<file path="config.mk">
export PLATFORM = sky130hd
export DESIGN_NAME = sinogram_ram_arbiter
export DESIGN_NICKNAME = d
export VERILOG_FILES = /design/src/rtl/sinogram_ram_arbiter.sv
export SDC_FILE = /design/constraint.sdc
export NUM_CORES = 1
export LEC_CHECK = 0
export BUFFER_PORTS_ARGS = -buffer_cell sky130_fd_sc_hd__buf_2
export CAP_MARGIN = 20
export CORE_MARGIN = 3
export CORE_UTILIZATION = 41
export DETAILED_ROUTE_END_ITERATION = 8
export PLACE_DENSITY_LB_ADDON = 0.2
export SLEW_MARGIN = 20
export SYNTH_ARGS = -nofsm -noshare
export SYNTH_HDL_FRONTEND = slang
export SYNTH_SLANG_ARGS = --single-unit
export TNS_END_PERCENT = 10
</file>
<file path="constraint.sdc">
create_clock -name clk -period 2.1 [get_ports clk]
set_clock_uncertainty 0.05 [all_clocks]
set_input_delay 0.315 -clock clk [delete_from_list [all_inputs] [get_ports clk]]
set_output_delay 0.315 -clock clk [all_outputs]
set_load 0.01 [all_outputs]
</file>
<file path="src/rtl/sinogram_ram_arbiter.sv">
// Arbitrates the single-port sinogram RAM between host sample writes and filter-side reads.
// Define SG_ARB_TURNAROUND_EN to insert a one-cycle bubble whenever the access direction flips.
module sinogram_ram_arbiter #(
  parameter int ADDR_WIDTH  = 16,
  parameter int DATA_WIDTH  = 12,
  parameter int RAM_LATENCY = 2,
  parameter int MAX_WR_WAIT = 4
) (
  input  logic                  clk,
  input  logic                  reset_n,
  input  logic                  wr_req,
  input  logic [ADDR_WIDTH-1:0] wr_addr,
  input  logic [DATA_WIDTH-1:0] wr_data,
  output logic                  wr_ack,
  input  logic                  rd_req,
  input  logic [ADDR_WIDTH-1:0] rd_addr,
  output logic                  rd_ack,
  output logic [DATA_WIDTH-1:0] rd_data,
  output logic                  rd_data_valid,
  output logic                  ram_en,
  output logic                  ram_we,
  output logic [ADDR_WIDTH-1:0] ram_addr,
  output logic [DATA_WIDTH-1:0] ram_wdata,
  input  logic [DATA_WIDTH-1:0] ram_rdata,
  output logic                  busy
);

  localparam logic [3:0] MAX_WAIT = 4'(MAX_WR_WAIT);

  typedef enum logic [1:0] {
    IDLE = 2'd0,
    RD   = 2'd1,
    WR   = 2'd2
`ifdef SG_ARB_TURNAROUND_EN
    , TURN = 2'd3
`endif
  } state_t;

  state_t                  state_q, state_d;
  logic [3:0]              wr_wait_q, wr_wait_d;
  logic [RAM_LATENCY:0]    rd_pipe_q, rd_pipe_d;
  logic                    ram_en_q, ram_en_d;
  logic                    ram_we_q, ram_we_d;
  logic [ADDR_WIDTH-1:0]   ram_addr_q, ram_addr_d;
  logic [DATA_WIDTH-1:0]   ram_wdata_q, ram_wdata_d;
  logic                    force_wr, want_rd, want_wr;
  logic                    grant_rd, grant_wr;
`ifdef SG_ARB_TURNAROUND_EN
  state_t                  pend_q, pend_d;
  logic                    turn;
`endif

  // Reads win unless the write has been denied MAX_WR_WAIT cycles in a row.
  always_comb begin
    force_wr = wr_req && (wr_wait_q == MAX_WAIT);
    want_rd  = rd_req && !force_wr;
    want_wr  = wr_req && !want_rd;
    grant_rd = want_rd;
    grant_wr = want_wr;
    state_d  = IDLE;
`ifdef SG_ARB_TURNAROUND_EN
    turn   = 1'b0;
    pend_d = pend_q;
    if ((state_q == RD && want_wr) || (state_q == WR && want_rd)) begin
      turn     = 1'b1;
      grant_rd = 1'b0;
      grant_wr = 1'b0;
    end
`endif
    if (!reset_n) begin
      grant_rd = 1'b0;
      grant_wr = 1'b0;
    end

    if (grant_rd) begin
      state_d = RD;
    end else if (grant_wr) begin
      state_d = WR;
`ifdef SG_ARB_TURNAROUND_EN
    end else if (turn) begin
      state_d = TURN;
      pend_d  = want_wr ? WR : RD;
    end else if (state_q == TURN) begin
      state_d = pend_q;
`endif
    end

    if (wr_req && !grant_wr) begin
      wr_wait_d = (wr_wait_q == MAX_WAIT) ? wr_wait_q : wr_wait_q + 4'd1;
    end else begin
      wr_wait_d = 4'd0;
    end

    ram_en_d    = grant_rd || grant_wr;
    ram_we_d    = grant_wr;
    ram_addr_d  = ram_addr_q;
    ram_wdata_d = ram_wdata_q;
    if (grant_wr) begin
      ram_addr_d  = wr_addr;
      ram_wdata_d = wr_data;
    end else if (grant_rd) begin
      ram_addr_d  = rd_addr;
      ram_wdata_d = '0;
    end

    rd_pipe_d = {rd_pipe_q[RAM_LATENCY-1:0], grant_rd};
  end

  always_ff @(posedge clk) begin
    if (!reset_n) begin
      state_q     <= IDLE;
      wr_wait_q   <= 4'd0;
      rd_pipe_q   <= '0;
      ram_en_q    <= 1'b0;
      ram_we_q    <= 1'b0;
      ram_addr_q  <= '0;
      ram_wdata_q <= '0;
`ifdef SG_ARB_TURNAROUND_EN
      pend_q      <= IDLE;
`endif
    end else begin
      state_q     <= state_d;
      wr_wait_q   <= wr_wait_d;
      rd_pipe_q   <= rd_pipe_d;
      ram_en_q    <= ram_en_d;
      ram_we_q    <= ram_we_d;
      ram_addr_q  <= ram_addr_d;
      ram_wdata_q <= ram_wdata_d;
`ifdef SG_ARB_TURNAROUND_EN
      pend_q      <= pend_d;
`endif
    end
  end

  assign rd_ack        = grant_rd;
  assign wr_ack        = grant_wr;
  assign ram_en        = ram_en_q;
  assign ram_we        = ram_we_q;
  assign ram_addr      = ram_addr_q;
  assign ram_wdata     = ram_wdata_q;
  assign rd_data       = ram_rdata;
  assign rd_data_valid = rd_pipe_q[RAM_LATENCY];
  assign busy          = (|rd_pipe_q) || ram_en_q;

endmodule

</file>
=== Word-level counts from Yosys, hierarchy flattened ===
Cells that the tools add are included.

* Reductions and logical operators: 12
* Multiplexer cells: 6
* Eq/ne operators: 1
* Add/subtract/negate cells: 1

{| class="wikitable"
|+ Operators with widths
! cell !! number
|-
| $mux 16 || 2
|-
| $mux 12 || 2
|-
| $add 4x1->4 const B || 1
|-
| $eq 4x3->1 const B || 1
|-
| $logic_and 1x1->1 || 4
|-
| $logic_not 1->1 || 3
|-
| $reduce_or 3->1 || 1
|-
| $logic_or 1x1->1 || 2
|-
| $mux 1 || 2
|-
| $reduce_and 2->1 || 1
|-
| $reduce_bool 2->1 || 1
|}

* Output and inout port bits: 46
* Word-level logic and storage cells: 26
* Flip-flop bits (word level): 37

=== Depth between registers and ports, before layout ===
Gate-level depths: netlist (run 1).

* Depth in word-level cells: 10
* Mapped depth: 6
* Gate-level depth less buffers: 5

=== Least setup slack after synthesis (run 1) ===
No wires, ideal clock.

* Kind: register to register
* Start point: register wr_wait_q[0]
* End point: register ram_addr_q[10] (netlist: ram_addr[10])
* Required time: 1,928 ps
* Setup time: 122 ps
* Arrival time: 1,315 ps
* Path slack: 613 ps
* Cell stages (with the launch flop): 7
* Buffers on the path: 1
* Path through: dfxtp_1 inv_1 ha_1 nand3b_2 a21oi_4 buf_6 a221o_1

* Cells in the longest elaborated chain, start to end: 8

{| class="wikitable"
|+ Ends and longest elaborated chain
! item !! line !! text
|-
| from (decl) || 40 || <nowiki>logic [3:0] wr_wait_q, wr_wait_d;</nowiki>
|-
| from (signal assigned) || 123 || <nowiki>wr_wait_q <= wr_wait_d;</nowiki>
|-
| $eq 4x3->1 (*) || 55 || <nowiki>force_wr = wr_req && (wr_wait_q == MAX_WAIT);</nowiki>
|-
| $logic_and 1x1->1 (*) || 55 ||
|-
| $logic_not 1->1 (*) || 56 || <nowiki>want_rd = rd_req && !force_wr;</nowiki>
|-
| $logic_and 1x1->1 (*) || 56 ||
|-
| $logic_not 1->1 || 57 || <nowiki>want_wr = wr_req && !want_rd;</nowiki>
|-
| $logic_and 1x1->1 || 57 ||
|-
| $mux 1 || 70 || <nowiki>if (!reset_n) begin</nowiki>
|-
| $mux 16 / $reduce_bool 2->1 (equally long branches) || - ||
|-
| to (signal assigned) || 127 || <nowiki>ram_addr_q <= ram_addr_d;</nowiki>
|-
| to (decl) || 44 || <nowiki>logic [ADDR_WIDTH-1:0] ram_addr_q, ram_addr_d;</nowiki>
|}

Mark *: on every way between the ends. The rest lies on a longest branch, timed or not.
A chain may end at the register's enable or synchronous reset.

=== Worst setup path in the final report (run 1) ===
* Start point: register wr_wait_q[0]
* End point: output port wr_ack

* Cells in the longest elaborated chain, start to end: 7

{| class="wikitable"
|+ Ends and longest elaborated chain
! item !! line !! text
|-
| $eq 4x3->1 || 55 ||
|-
| $logic_and 1x1->1 || 55 ||
|-
| $logic_not 1->1 || 56 ||
|-
| $logic_and 1x1->1 || 56 ||
|-
| $logic_not 1->1 || 57 ||
|-
| $logic_and 1x1->1 || 57 ||
|-
| $mux 1 || 70 ||
|-
| to (decl) || 14 || <nowiki>output logic wr_ack,</nowiki>
|}

Every way passes these cells.

==> metrics.md, run 1 <==
| Metric | Value |
|---|---|
| Internal power | 1.23 mW |
| CP endpoint kind | primary output |
| Fin. Hold Viols | 0 |
| Mean post-synth cell area | 10.9 sq um |
| WL final | 3780 um |
| Slew Limit Fails | 0 |
| Die Footprint | 4630 sq um |
| Min-delay src | wr_data[8] |
| Nets | 279 |
| Placeable Area | 3520 sq um |
| Reg area | 741 sq um |
| Placed Area | 1920 sq um |
| Grt total ovfl | 0 |
| # fillers | 343 |
| Data arrival, critical path | 1.57 ns |
| RSZ-0062 raised after global routing | false |
| First-pass GRT wire length | 5750 um |
| Layout cell share with drive strength beyond 1 | 0.472 |
| Delay-heaviest family, CP | buffers and inverters |
| Rows | 21 |
| Sequential share of the synthesized area | 0.469 |
| Fin crit share | 0.919 |
| Logic pwr share | 0.125 |
| Syn-to-layout area delta | 29.3% |
| WHS Endpoint | ram_wdata[8] |
| Final Wtd Congestion | 0.715 |
| Yosys warns | 0 |
| # resized after CTS | 0 |
| WHS Path Cells | 2 |
| Slowest stage delay, CP | 0.34 ns |
| Slew headroom | 0.479 |
| Largest net degree at the start of global routing | 24 |
| Post-DRT Antenna Nets | 0 |
| Initial core utilization | 0.448 |
| DR WL/cell | 14.3 um |
| TritonCTS Buffers | 5 |
| TritonCTS clock tree | built |
| Hold Crit Class | in2reg |
| Root buffer cell | clkbuf_8 |
| Peak VDD IR | 0.497 mV |
| Multi-input gate area in the final layout | 667 sq um |
| Initial drt markers | 37 |
| Max_cap viols | 0 |
| Cell leakage power | 0.974 nW |
| Post-DP HPWL | 2900 um |
| Reg2reg end | ram_addr[5] |
| Die height | 68.0 um |
| Clock latency at the later pin of the worst-skew pair | 0.29 ns |
| Crit-path cells | inv_1, ha_1, nand3b_2, a21oi_4, buf_4, buf_2 |
| Netlist Area Pre-Place | 1580 sq um |
| H-tree level count | 2 |
| CTS Buffer Depth | 2 |
| Sw frac | 0.223 |
| Drt first pass iters | 4 |
| Setup violations, final | 0 |
| Worst-path maximum fanout | 10 |
| Clock sink total | 37 |
| Initial antenna violation count | 0 |
| IO buf count | 81 |
| Cell count after synthesis | 145 |
| Vias | 1348 |
| Syn Nets | 207 |
| Final Cell Area | 2040 sq um |
| Period minus WS final | 1.93 ns |
| Reg clk slew, reported paths | 0.07 ns |
| Clock power frac | 0.397 |
| Number of buffers and inverters on the critical path | 3 |
| Post-CTS Setup Inserts | 0 |
| Antenna cells | 0 |
| Vias in the first global route | 1246 |
| Setup TNS | 0 ns |
| Residual DRC | 0 |
| Die X | 68.0 um |
| Critical Path Slowest Stage Cell | dfxtp_1 |
| Yosys cell types | 29 |
| Worst reg2reg startpoint | wr_wait_q[0] |
| Flop pwr share | 0.478 |
| CTS Hold Bufs | 0 |
| Setup CP Type | reg2out |
| FF-to-FF path depth | 6 |
| Register bit total from synthesis | 37 |
| Worst EP required | 1.74 ns |
| IO Pins | 106 |
| Worst Tran Pin Value | 0.781 ns |
| R2R setup slack | 0.48 ns |
| GRT Total Usage | 0.166 |
| Status | completed |
| Startpoint type of the worst setup path | flop |
| Vias per cell | 5.11 |
| Pwr dens | 774 nW/um^2 |
| WHS | 0.190 ns |
| Highest Clock Rate | 518 MHz |
| Switch Pwr | 352 uW |
power by group through the flow:
stage	Clock [mW]	Sequential, mW	Combinational (mW)
after floorplan	0	0.786	0.109
after global placement	0	0.771	0.193
after detailed placement	0	0.771	0.198
after CTS	0.646	0.755	0.199
after global routing	0.668	0.759	0.218
final	0.626	0.755	0.198
kinds of logic (layout without fill, tap and decap cells):
kind of cell,after synthesis,count (layout),synth area share
and+or+nand+nor,40,40,0.154
DFF,37,37,0.469
AOI/OAI and AO/OA,34,34,0.201
buffers and inverters,25,98,0.112
muxes,6,6,0.0420
adders and majority gates,2,2,0.0159
xor gates and xnor gates,1,1,0.00555
cell type report:
type,count,area share
flip-flops and latches,37,0.363
multi-input cells,83,0.327
repair buffers,86,0.217
clock buffers,7,0.0423
well taps,46,0.0282
clock inverters,1,0.0147
inverters,4,0.00736
worst reg2reg max path, cell delays in order (launching register included):
cell	delay, ns
dfxtp_1	0.38
inv_1	0.06
ha_1	0.25
nand3b_2	0.15
a21oi_4	0.07
buf_4	0.20
a221o_1	0.36
synthesized netlist by cell type:
cell	count	area, sq um
a21oi_1	2	10.0
buf_6	3	33.8
o21a_1	1	7.51
nand2b_1	1	6.26
nand4_1	1	6.26
buf_2	3	15.0
and2_1	13	81.3
nor3b_1	5	37.5
ha_1	2	25.0
a41oi_2	1	16.3
o221ai_1	5	43.8
dfxtp_1	37	741
mux2_2	5	56.3
nor3_1	10	50.1
nor3b_2	1	12.5
or4_1	1	7.51
nand2_1	1	3.75
a221o_1	11	110
nand3_1	1	5.00
inv_1	4	15.0
a22o_1	12	105
nand2_2	1	6.26
a41oi_1	1	8.76
nor2_1	4	15.0
xnor2_1	1	8.76
a21oi_4	1	16.3
nand3b_2	1	11.3
buf_4	15	113
mux2i_1	1	10.0
cell usage in the layout (no fill, tap or decap):
master	n
dfxtp_1	37
ha_1	2
buf_2	81
xnor2_1	1
or4_1	1
o221ai_1	5
a41oi_2	1
bufinv_16	1
nand3b_2	1
nor3b_1	5
a21oi_1	2
nor3_1	10
nor2_1	4
a22o_1	12
nand2_1	1
a21oi_4	1
buf_4	5
a221o_1	11
and2_1	13
inv_1	4
nand3_1	1
o21a_1	1
nand2_2	1
clkbuf_8	6
mux2_2	5
clkbuf_1	1
nor3b_4	1
mux2i_1	1
a41oi_1	1
nand4_1	1
nand2b_1	1
state kept, by name, summed over array words and instances (netlist names):
| signal | cells |
|---|---|
| rd_pipe_q | 3 |
| ram_en | 1 |
| ram_addr | 16 |
| wr_wait_q | 4 |
| ram_we | 1 |
| ram_wdata | 12 |
how the worst max path moves through the flow:
stage	from	endpoint	slack, ns	cells past startpoint
3_5_place_dp	rd_req	ram_addr[5]	0.09	4
6_report	wr_wait_q[0]	wr_ack	0.17	6
4_1_cts	wr_wait_q[0]	wr_ack	0.16	6
2_1_floorplan	wr_wait_q[0]	ram_addr[10]	0.61	6
3_3_place_gp	rd_req	ram_addr[8]	0.20	4
5_1_grt	wr_wait_q[0]	wr_ack	0.07	6
through the flow:
step / worst slack (ns) / util / std cells / power, mW
global placement: 0.197 / 0.544 / 256 / 0.963
global route: 0.0741 / 0.579 / 264 / 1.65
CTS: 0.163 / 0.577 / 264 / 1.60
finish: 0.169 / 0.579 / 264 / 1.58
floorplan: 0.613 / - / 145 / 0.895
detailed placement: 0.0869 / 0.544 / 256 / 0.969
per-layer routing:
metal | up-vias | wire, um | track usage
li1 | 669 | - | -
met2 | 51 | 1760 | 0.265
met4 | 0 | 102 | 0.0744
met5 | - | 0 | 0
met3 | 22 | 328 | 0.0640
met1 | 606 | 1590 | 0.196
No activity file was read; power rests on OpenSTA's default activity.
==> run 2: changes to the inputs <==
Settings changed: PLACE_DENSITY set to 0.79, PLACE_DENSITY_LB_ADDON 0.2 to unset, SLEW_MARGIN 20 to 5.
==> metrics.md, run 2 (same netlist as run 1, synthesis figures left out) <==
| Metric | Value |
|---|---|
| Status | completed |
| TritonCTS Buffers | 5 (unchanged) |
| Initial drt markers | 49 (+32%) |
| R2R setup slack | 0.47 ns (about the same) |
| Fin crit share | 0.823 (-0.0961) |
| Final Wtd Congestion | 0.827 (+16%) |
| Cell leakage power | 0.947 nW (-2.7%) |
| Post-CTS Setup Inserts | 0 (unchanged) |
| Largest net degree at the start of global routing | 24 (unchanged) |
| Setup TNS | 0 ns (unchanged) |
| Most frequent cells in the layout | buf_2 (81), dfxtp_1 (37), and2_1 (13), a22o_1 (12), a221o_1 (11) |
| Worst-path maximum fanout | 4 (-6) |
| Die X | 68.0 um (unchanged) |
| Startpoint type of the worst setup path | flop |
| Uppermost layer routed | met4 |
| Layout cell share with drive strength beyond 1 | 0.470 (-0.00271) |
| Root buffer cell | clkbuf_8 |
| Peak VDD IR | 0.364 mV (-27%) |
| Post-DP HPWL | 2900 um (-0.31%) |
| Reg clk slew, reported paths | 0.06 ns (about the same) |
| Setup violations, final | 0 (unchanged) |
| Critical Path Sink | wr_ack |
| TritonCTS clock tree | built |
| Setup CP Type | reg2out |
| Initial antenna violation count | 0 (unchanged) |
| Pwr dens | 696 nW/um^2 (-10%) |
| CTS Buffer Depth | 2 (unchanged) |
| Crit path launch | wr_wait_q[0] |
| Critical Path Slowest Stage Cell | dfxtp_1 |
| GRT Total Usage | 0.165 (-0.000572) |
| DR WL/cell | 14.4 um (+0.32%) |
| Worst Tran Pin Value | 0.306 ns (-0.475 ns) |
| IO Pins | 106 (unchanged) |
| Clock sink total | 37 (unchanged) |
| Slew headroom | 0.795 (+0.317) |
| CP endpoint kind | primary output |
| Grt total ovfl | 0 (unchanged) |
| First-pass GRT wire length | 5830 um (+1.3%) |
| Initial core utilization | 0.448 (unchanged) |
| Data arrival, critical path | 1.36 ns (-0.21 ns) |
| Met2 routed wirelength | 1930 um (+9.6%) |
| WHS | 0.206 ns (+0.0160 ns) |
| Slew Limit Fails | 0 (unchanged) |
| Clock latency at the later pin of the worst-skew pair | 0.27 ns (-0.02 ns) |
| Post-Route M1 WL | 1530 um (-3.5%) |
| Highest Clock Rate | 578 MHz (+12%) |
| Routed length on met3 | 214 um (-35%) |
| Worst reg2reg startpoint | wr_wait_q[0] |
| Antenna cells | 0 (unchanged) |
| IO buf count | 81 (unchanged) |
| Most common cell after layout, fill and taps aside | buf_2 |
| Die Footprint | 4630 sq um (unchanged) |
| # resized after CTS | 0 (unchanged) |
| Crit-path cells | inv_1, ha_1, nand3b_2, a21oi_4, buf_2 |
| Max_cap viols | 0 (unchanged) |
| Die height | 68.0 um (unchanged) |
| Slowest stage delay, CP | 0.33 ns (about the same) |
| Worst EP required | 1.74 ns (about the same) |
| FF-to-FF path depth | 6 (unchanged) |
| RSZ-0062 raised after global routing | false |
| Nets | 278 (-0.36%) |
| Post-DRT Antenna Nets | 0 (unchanged) |
| Residual DRC | 0 (unchanged) |
| Period minus WS final | 1.73 ns (-0.202 ns) |
| Vias per cell | 5.09 (-0.35%) |
| # fillers | 331 (-3.5%) |
| Vias in the first global route | 1289 (+3.5%) |
| CTS Hold Bufs | 0 (unchanged) |
| Reg2reg end | ram_addr[13] |
| Vias | 1328 (-1.5%) |
| Drt first pass iters | 4 (unchanged) |
| Hold Crit Class | in2reg |
| Max reg flops | 16 (unchanged) |
| WL final | 3750 um (-0.82%) |
| Placeable Area | 3520 sq um (unchanged) |
| Rows | 21 (unchanged) |
| Syn-to-layout area delta | 25.7% |
| H-tree level count | 2 (unchanged) |
| Fin. Hold Viols | 0 (unchanged) |
run 2: area by class of cell:
cell class                      instances  area [sq um]  share of cell area
Tap cell                               46          57.6              0.0290
Clock inverter                          1          5.00             0.00252
Clock buffer                            5          68.8              0.0347
Inverter                                4          15.0             0.00757
Timing Repair Buffer                   85           435               0.220
Sequential cell                        37           741               0.374
Multi-Input combinational cell         83           661               0.333
run 2: per-layer routing:
layer | vias up | GRT usage
met5 | - | 0
met4 | 0 | 0.0670
met3 | 14 | 0.0493
met2 | 36 | 0.270
met1 | 616 | 0.203
li1 | 662 | -
run 2: stage by stage:
stage | power [mW] | cell area (sq um) | worst slack, ns | std cells | utilization
after floorplan | 0.895 | 1580 | 0.613 | 145 | -
after global placement | 0.963 | 1910 | 0.520 | 255 | 0.542
after detailed placement | 0.967 | 1910 | 0.467 | 255 | 0.542
after CTS | 1.40 | 1980 | 0.341 | 261 | 0.563
after global routing | 1.45 | 1980 | 0.281 | 261 | 0.563
final | 1.38 | 1980 | 0.371 | 261 | 0.563
run 2: critical path, delay by kind of cell (launching register included):
kind	cells	cell delay, ns
flip-flops	1	0.33
buffers and inverters	2	0.23
adder cells (fa/ha/maj)	1	0.23
AO/OA/AOI/OAI	1	0.17
AND/OR/NAND/NOR	1	0.13
run 2: where the power goes:
part	internal, mW	switching [mW]
clock network	0.218	0.213
registers	0.739	0.0167
logic	0.0991	0.0948
run 2: worst min-delay path by stage:
stage,from,endpoint,depth (start not counted)
global route,wr_data[9],ram_wdata[9],2
finish,wr_data[4],ram_wdata[4],2
detailed placement,ram_wdata[7],ram_wdata[7],1
floorplan,rd_pipe_q[1],rd_pipe_q[2],1
CTS,wr_data[4],ram_wdata[4],2
global placement,wr_wait_q[0],wr_wait_q[0],1
